### config.mk
export PLATFORM = sky130hd
export DESIGN_NAME = ex_mem_pipe_hs
export DESIGN_NICKNAME = d
export VERILOG_FILES = /design/src/rtl/ex_mem_pipe_hs.sv
export SDC_FILE = /design/constraint.sdc
export NUM_CORES = 1
export LEC_CHECK = 0
export CAP_MARGIN = 10
export CORE_MARGIN = 2
export CORE_UTILIZATION = 30
export CTS_CLUSTER_DIAMETER = 50
export DETAILED_ROUTE_END_ITERATION = 10
export DONT_BUFFER_PORTS = 1
export PLACE_DENSITY = 0.56
export REMOVE_ABC_BUFFERS = 1
export SLEW_MARGIN = 10
export SYNTH_ARGS = -nofsm -noshare
export SYNTH_HDL_FRONTEND = slang
export SYNTH_SLANG_ARGS = --single-unit
### constraint.sdc
create_clock -name clk -period 1.67 [get_ports clk]
set_clock_uncertainty 0.2 [all_clocks]
set_input_delay 0.167 -clock clk [delete_from_list [all_inputs] [get_ports clk]]
set_output_delay 0.167 -clock clk [all_outputs]
set_load 0.02 [all_outputs]
### src/rtl/ex_mem_pipe_hs.sv
// EX->MEM pipeline stage built as a two-entry skid buffer with valid/ready handshake.
// in_ready comes straight from the skid valid flop, so MEM backpressure never reaches EX combinationally.
module ex_mem_pipe_hs #(
    parameter int XLEN        = 32,
    parameter int RA_W        = 5,
    parameter int CNT_W       = 16,
    parameter bit X0_SUPPRESS = 1'b1
) (
    input  logic             clk,
    input  logic             rst_n,
    input  logic             flush,
    input  logic             in_valid,
    output logic             in_ready,
    input  logic [XLEN-1:0]  alu_result_ex,
    input  logic [XLEN-1:0]  rs2_data_ex,
    input  logic [RA_W-1:0]  rd_ex,
    input  logic             mem_write_ex,
    input  logic             mem_read_ex,
    input  logic             wb_reg_file_ex,
    input  logic             memtoreg_ex,
    input  logic [2:0]       mem_load_type_ex,
    input  logic [1:0]       mem_store_type_ex,
    output logic             out_valid,
    input  logic             out_ready,
    output logic [XLEN-1:0]  alu_result_mem,
    output logic [XLEN-1:0]  rs2_data_mem,
    output logic [RA_W-1:0]  rd_mem,
    output logic             mem_write_mem,
    output logic             mem_read_mem,
    output logic             wb_reg_file_mem,
    output logic             memtoreg_mem,
    output logic [2:0]       mem_load_type_mem,
    output logic [1:0]       mem_store_type_mem,
    output logic [1:0]       occupancy,
    output logic [CNT_W-1:0] stall_cnt
);

    typedef struct packed {
        logic [XLEN-1:0] alu;
        logic [XLEN-1:0] rs2;
        logic [RA_W-1:0] rd;
        logic            mw;
        logic            mr;
        logic            wb;
        logic            m2r;
        logic [2:0]      lt;
        logic [1:0]      st;
    } entry_t;

    localparam logic [CNT_W-1:0] CNT_ONE = 1;

    function automatic logic [CNT_W-1:0] sat_inc(input logic [CNT_W-1:0] v);
        return (&v) ? v : v + CNT_ONE;
    endfunction

    entry_t     in_p0;
    entry_t     main_p1;
    entry_t     skid_p1;
    logic       main_vld_p1;
    logic       skid_vld_p1;
    logic       accept;
    logic       consume;

    // Stage p0: capture view of the EX payload, with x0 writes killed at entry
    always_comb begin
        in_p0     = '0;
        in_p0.alu = alu_result_ex;
        in_p0.rs2 = rs2_data_ex;
        in_p0.rd  = rd_ex;
        in_p0.mw  = mem_write_ex;
        in_p0.mr  = mem_read_ex;
        in_p0.wb  = wb_reg_file_ex && !(X0_SUPPRESS && (rd_ex == '0));
        in_p0.m2r = memtoreg_ex;
        in_p0.lt  = mem_load_type_ex;
        in_p0.st  = mem_store_type_ex;
    end

    assign in_ready  = !skid_vld_p1;
    assign out_valid = main_vld_p1;
    assign accept    = in_valid && in_ready;
    assign consume   = main_vld_p1 && out_ready;
    assign occupancy = {1'b0, main_vld_p1} + {1'b0, skid_vld_p1};

    // Stage p1: main/skid storage; skid always holds the younger entry
    always_ff @(posedge clk or negedge rst_n) begin
        if (!rst_n) begin
            main_vld_p1 <= 1'b0;
            skid_vld_p1 <= 1'b0;
            main_p1     <= '0;
            main_p1.lt  <= 3'b111;
            main_p1.st  <= 2'b11;
            skid_p1     <= '0;
            skid_p1.lt  <= 3'b111;
            skid_p1.st  <= 2'b11;
        end else if (flush) begin
            main_vld_p1 <= 1'b0;
            skid_vld_p1 <= 1'b0;
        end else if (!main_vld_p1 || consume) begin
            if (skid_vld_p1) begin
                main_p1     <= skid_p1;
                main_vld_p1 <= 1'b1;
                skid_vld_p1 <= accept;
                if (accept)
                    skid_p1 <= in_p0;
            end else begin
                main_vld_p1 <= accept;
                skid_vld_p1 <= 1'b0;
                if (accept)
                    main_p1 <= in_p0;
            end
        end else if (accept) begin
            skid_p1     <= in_p0;
            skid_vld_p1 <= 1'b1;
        end
    end

    always_ff @(posedge clk or negedge rst_n) begin
        if (!rst_n)
            stall_cnt <= '0;
        else if (main_vld_p1 && !out_ready)
            stall_cnt <= sat_inc(stall_cnt);
    end

    // Output: payload passes through, side-effecting controls are bubble-safe
    assign alu_result_mem     = main_p1.alu;
    assign rs2_data_mem       = main_p1.rs2;
    assign rd_mem             = main_p1.rd;
    assign mem_write_mem      = main_vld_p1 && main_p1.mw;
    assign mem_read_mem       = main_vld_p1 && main_p1.mr;
    assign wb_reg_file_mem    = main_vld_p1 && main_p1.wb;
    assign memtoreg_mem       = main_vld_p1 && main_p1.m2r;
    assign mem_load_type_mem  = main_vld_p1 ? main_p1.lt : 3'b111;
    assign mem_store_type_mem = main_vld_p1 ? main_p1.st : 2'b11;

endmodule
After elaboration in Yosys (flattened, before gate mapping)
Cells that the tools add are included.

word-level totals
  register bits after elaboration = 174
  input port bits = 83
  output and inout bits = 98
  word-level logic and storage cells = 61

cells by class
  add/subtract/negate cells = 2
  equal/unequal tests = 1
  mux-type cells = 14
  bitwise operators = 2
  reduce and logical (&&, ||, !) cells = 21

operators by type and width
  operator                 number
  $mux W78                 5
  $add A16 B1 Y16 const B  1
  $reduce_and A16 Y1       1
  $logic_and A1 B1 Y1      8
  $mux W1                  7
  $logic_not A5 Y1         1
  $logic_not A1 Y1         4
  $reduce_and A2 Y1        2
  $reduce_bool A2 Y1       2
  $mux W3                  1
  $reduce_and A3 Y1        1
  $reduce_bool A3 Y1       1
  $add A1 B1 Y2            1
  $mux W2                  1
  $ne A2 B2 Y1 const B     1
  $not A1 Y1               2
  $logic_or A1 B1 Y1       1

Longest topological paths before layout
  depth after elaboration = 6
  gate-level depth with buffers = 7
  gate-level depth less buffers = 5

Worst setup path before layout
Ideal clock, no wire load.

  path kind = flip-flop to flip-flop
  start = register stall_cnt[0]
  end = register stall_cnt[12]
  setup time = 0.125 ns
  arrival = 1.654 ns
  required time = 1.345 ns
  slack = -0.309 ns
  stages on the path, launching flop included = 7
  path buffers = 1
  clock period less this slack = 1.979 ns
  path through = dfrtp_1 > ha_1 > nand3_1 > or2_0 > buf_2 > nor3_1 > mux2_2

on the way
  word-level cells in the longest chain between the ends = 3
  elaborated cells on any way between the ends = 4
  classes of those cells = add/sub (1); bitwise (1); reduce/logical (2)

RTL lines
  element                                                  line  RTL
  from (decl)                                              35    output logic [CNT_W-1:0] stall_cnt
  from (signal assigned)                                   121   stall_cnt <= sat_inc(stall_cnt);
  branches (longest 3 deep; another with $add A16 B1 Y16)  -

Parallel ways; which one is timed is not known.
A chain may end at the register's enable or synchronous reset.

Final worst setup path
  start = register skid_vld_p1
  end = output port occupancy[0]

on the way
  word-level cells in the longest chain between the ends = 1

RTL lines
  element                 line  RTL
  from (decl)             60    logic skid_vld_p1;
  from (signal assigned)  102   skid_vld_p1 <= accept;
  $add A1 B1 Y2           82    assign occupancy = {1'b0, main_vld_p1} + {1'b0, skid_vld_p1};
  to (decl)               34    output logic [1:0] occupancy,

No other way between the ends.

==> results.cfg <==
[detailed_routing]
wl_met2_um = 10500
wl_met1_um = 9000
num_vias = 5310
drt_iter0_markers = 254
drt-total-wl_um = 21000
highest_layer = met4
firstDrtPassIters = 4
vias_per_cell = 4.73
ant_nets = 0
drc = 0
wl_per_cell_um = 18.7
wl_met3_um = 1230

[floorplan]
fp.dieH_um = 166
start_util = 0.305
die_area_um2 = 27700
ios = 181
core_area_um2 = 26000
die_w_um = 166
fp-row-count = 59

[worst_setup_path]
cp-end-kind = output pin
critPathLaunchType = flop
cp.arrival_ns = 1.47
r2r_slack_ns = -0.13
startpoint = skid_vld_p1
worstPathCellList = buf_6, buf_16, ha_4
slowest_stage = dfrtp_4
slowest_delay_ns = 0.48
r2r_start = skid_vld_p1
cp_max_fo = 3
crit_type = flop to output pin
required_ns = 1.30

[yosys]
post-synth-top-area-fraction = 0.518
synth_top_area_cell = dfrtp_1
synthXorXnorAreaFrac = 0.0144
netlist_instances = 669
synth_compound_area_frac = 0.0537
syn_area_um2 = 7920
yosysSeqAreaShare = 0.551
ys_types = 35
synth-simple-area-share = 0.0791
synthMuxAreaShare = 0.210
ys_ff_latch = 174
synth_top_family_by_area = multiplexers
syn_avg_cell_area_um2 = 11.8
synthAdderAreaFrac = 0.00316
yosys_warnings = 0
synth_top_cells_by_area = dfrtp_1 (52%), mux2_2 (11%), mux2i_1 (9.7%)

[min_path]
hp-class = input pin to async pin

[clock_tree]
tritoncts = built
cts.sinks = 174
hold_buffers = 81
clkTransAtPathRegs_ns = 0.08
cts.htree.levels = 4
root_buffer = clkbuf_16
cts.path.max_buffers = 2
clock_latency_ns = 0.43
cts_buffers = 17

[power]
vdd_drop_max_uv = 555
p_leak_nw = 4.53
p_per_area_nw_per_um2 = 1100

[placement]
port_buffers = 0
place_ws_ns = -0.195
place_hpwl_um = 11300
gp_congestion = 0.757

[sta]
setup_viol = 154
tightest_slew_ns = 0.468
finalHoldViolCount = 174
max_freq_mhz = 544
rsz0062_at_grt = yes
finalWorstSetupSlack_ns = -0.168
finalMaxSlewViolations = 0
finalCritPeriodShare = 1.10
whs_ns = -0.771
slew_headroom = 0.688
period_needed_ns = 1.84

[finish]
n_antenna_cell = 0
nets = 859
layout-drive-gt1-share = 0.416
area_delta_synth_final_pct = 40.0
final_core_util = 0.427

[grt]
grt_remaining_overflow = 0
grt_usage = 0.133
first_global_vias = 5370
antenna_found_initial = 0
grt_pass1_wl_um = 29300
grt_start_max_net_pins = 175

[outcome]
failed_checks = hold timing, setup timing
status = finished, violations left

[flow_run]
maxCapViolCount = 0
[cell families after synthesis]
logic type | after synthesis
AOI/OAI and AO/OA | 84
and+or+nand+nor | 132
adders and majority gates | 2
muxes | 156
DFF | 174
xor gates and xnor gates | 13
buffers and inverters | 108
[worst max-delay path, delay by kind of cell, from the launching register on]
| kind | cells | cell delay (ns) |
|---|---|---|
| buffers and inverters | 2 | 0.27 |
| adders and majority gates | 1 | 0.29 |
| DFF | 1 | 0.48 |
[cells in the mapped netlist]
cell / count
a21oi_1: 78
and2_1: 4
and3_1: 1
and4_1: 1
buf_1: 4
buf_2: 27
buf_4: 70
clkbuf_1: 5
dfrtp_1: 164
dfstp_2: 10
ha_1: 2
inv_1: 2
mux2_1: 1
mux2_2: 78
mux2i_1: 77
nand2_1: 9
nand2b_1: 5
nand2b_4: 1
nand3_1: 6
nand3_2: 1
nand4_1: 3
nand4_2: 1
nand4_4: 1
nor2_1: 82
nor2b_1: 1
nor3_1: 8
nor4_1: 4
nor4b_2: 1
o211ai_1: 1
o21a_1: 1
o21ai_0: 4
or2_0: 1
or4_1: 2
xnor2_1: 6
xor2_1: 7
[sequential cells by signal (all words and copies together), names as in the netlist]
register and flops:
out_valid 1, skid_vld_p1 1, alu_result_mem 32, stall_cnt 16
rs2_data_mem 32, main_p1 9, rd_mem 5, skid_p1 78
[cells in the final DEF, fill, tap and decap left out, drive strengths merged, types with 2 or more instances in the layout]
master / Yosys / layout
dfrtp: 164 / 164
buf: 101 / 93
nor2: 82 / 82
dlygate4sd3: 0 / 81
mux2: 79 / 79
a21oi: 78 / 78
mux2i: 77 / 77
clkbuf: 5 / 37
dfstp: 10 / 10
nand2: 9 / 9
nor3: 8 / 8
xor2: 7 / 7
nand3: 7 / 7
xnor2: 6 / 6
inv: 2 / 6
nand2b: 6 / 6
nand4: 5 / 5
clkinvlp: 0 / 4
and2: 4 / 4
nor4: 4 / 4
o21ai: 4 / 4
clkinv: 0 / 4
or4: 2 / 2
ha: 2 / 2
[final timing paths]
kind,endpoint,depth (start not counted)
worst max register to register,main_p1[0],8
worst min register to register,main_p1[3],2
min in group clk,skid_p1[19],3
worst max-delay path,occupancy[0],3
worst min-delay path,stall_cnt[15],0
max in group asynchronous,alu_result_mem[3],0
[report_power, final]
| group | internal, W | switching [W] |
|---|---|---|
| clock | 0.00217 | 0.00185 |
| combinational | 0.00122 | 0.000895 |
| sequential | 0.00510 | 0.000927 |
| total | 0.00849 | 0.00367 |
[what timing repair did]
action                                 4_1_cts  5_1_grt
resized for setup                           71      115
setup buffers                               10       14
pin swaps                                   21       16
setup endpoints to repair                  182      181
endpoints found under the hold margin      334      174
cloned                                       3       21
[per-stage QoR]
step           std cells  setup TNS [ns]  hold WS [ns]  area [um2]  power, W
2_1_floorplan        563         -997.77        -0.329        7230   0.00703
3_3_place_gp         967          -15.48        -0.325        8300   0.00748
3_5_place_dp         967          -19.02        -0.326        8300   0.00755
4_1_cts             1093           -7.81        -0.798       10200    0.0119
5_1_grt             1122          -24.64        -0.807       11100    0.0128
6_report            1122          -13.22        -0.771       11100    0.0122
[area by class of cell]
| cell class | instances | area (um2) |
|---|---|---|
| fillers | 2411 | 14900 |
| flip-flops and latches | 174 | 4370 |
| multi-input cells | 387 | 3390 |
| repair buffers | 192 | 2310 |
| clock buffers | 19 | 453 |
| well taps | 335 | 419 |
| clock inverters | 13 | 128 |
| inverters | 2 | 11.3 |
[metal layers]
metal	vias to the layer above	GRT usage
met5	-	0
met2	132	0.214
li1	2460	-
met1	2704	0.170
met4	0	0.0412
met3	14	0.0423
Power figures use the tool's default switching activity.
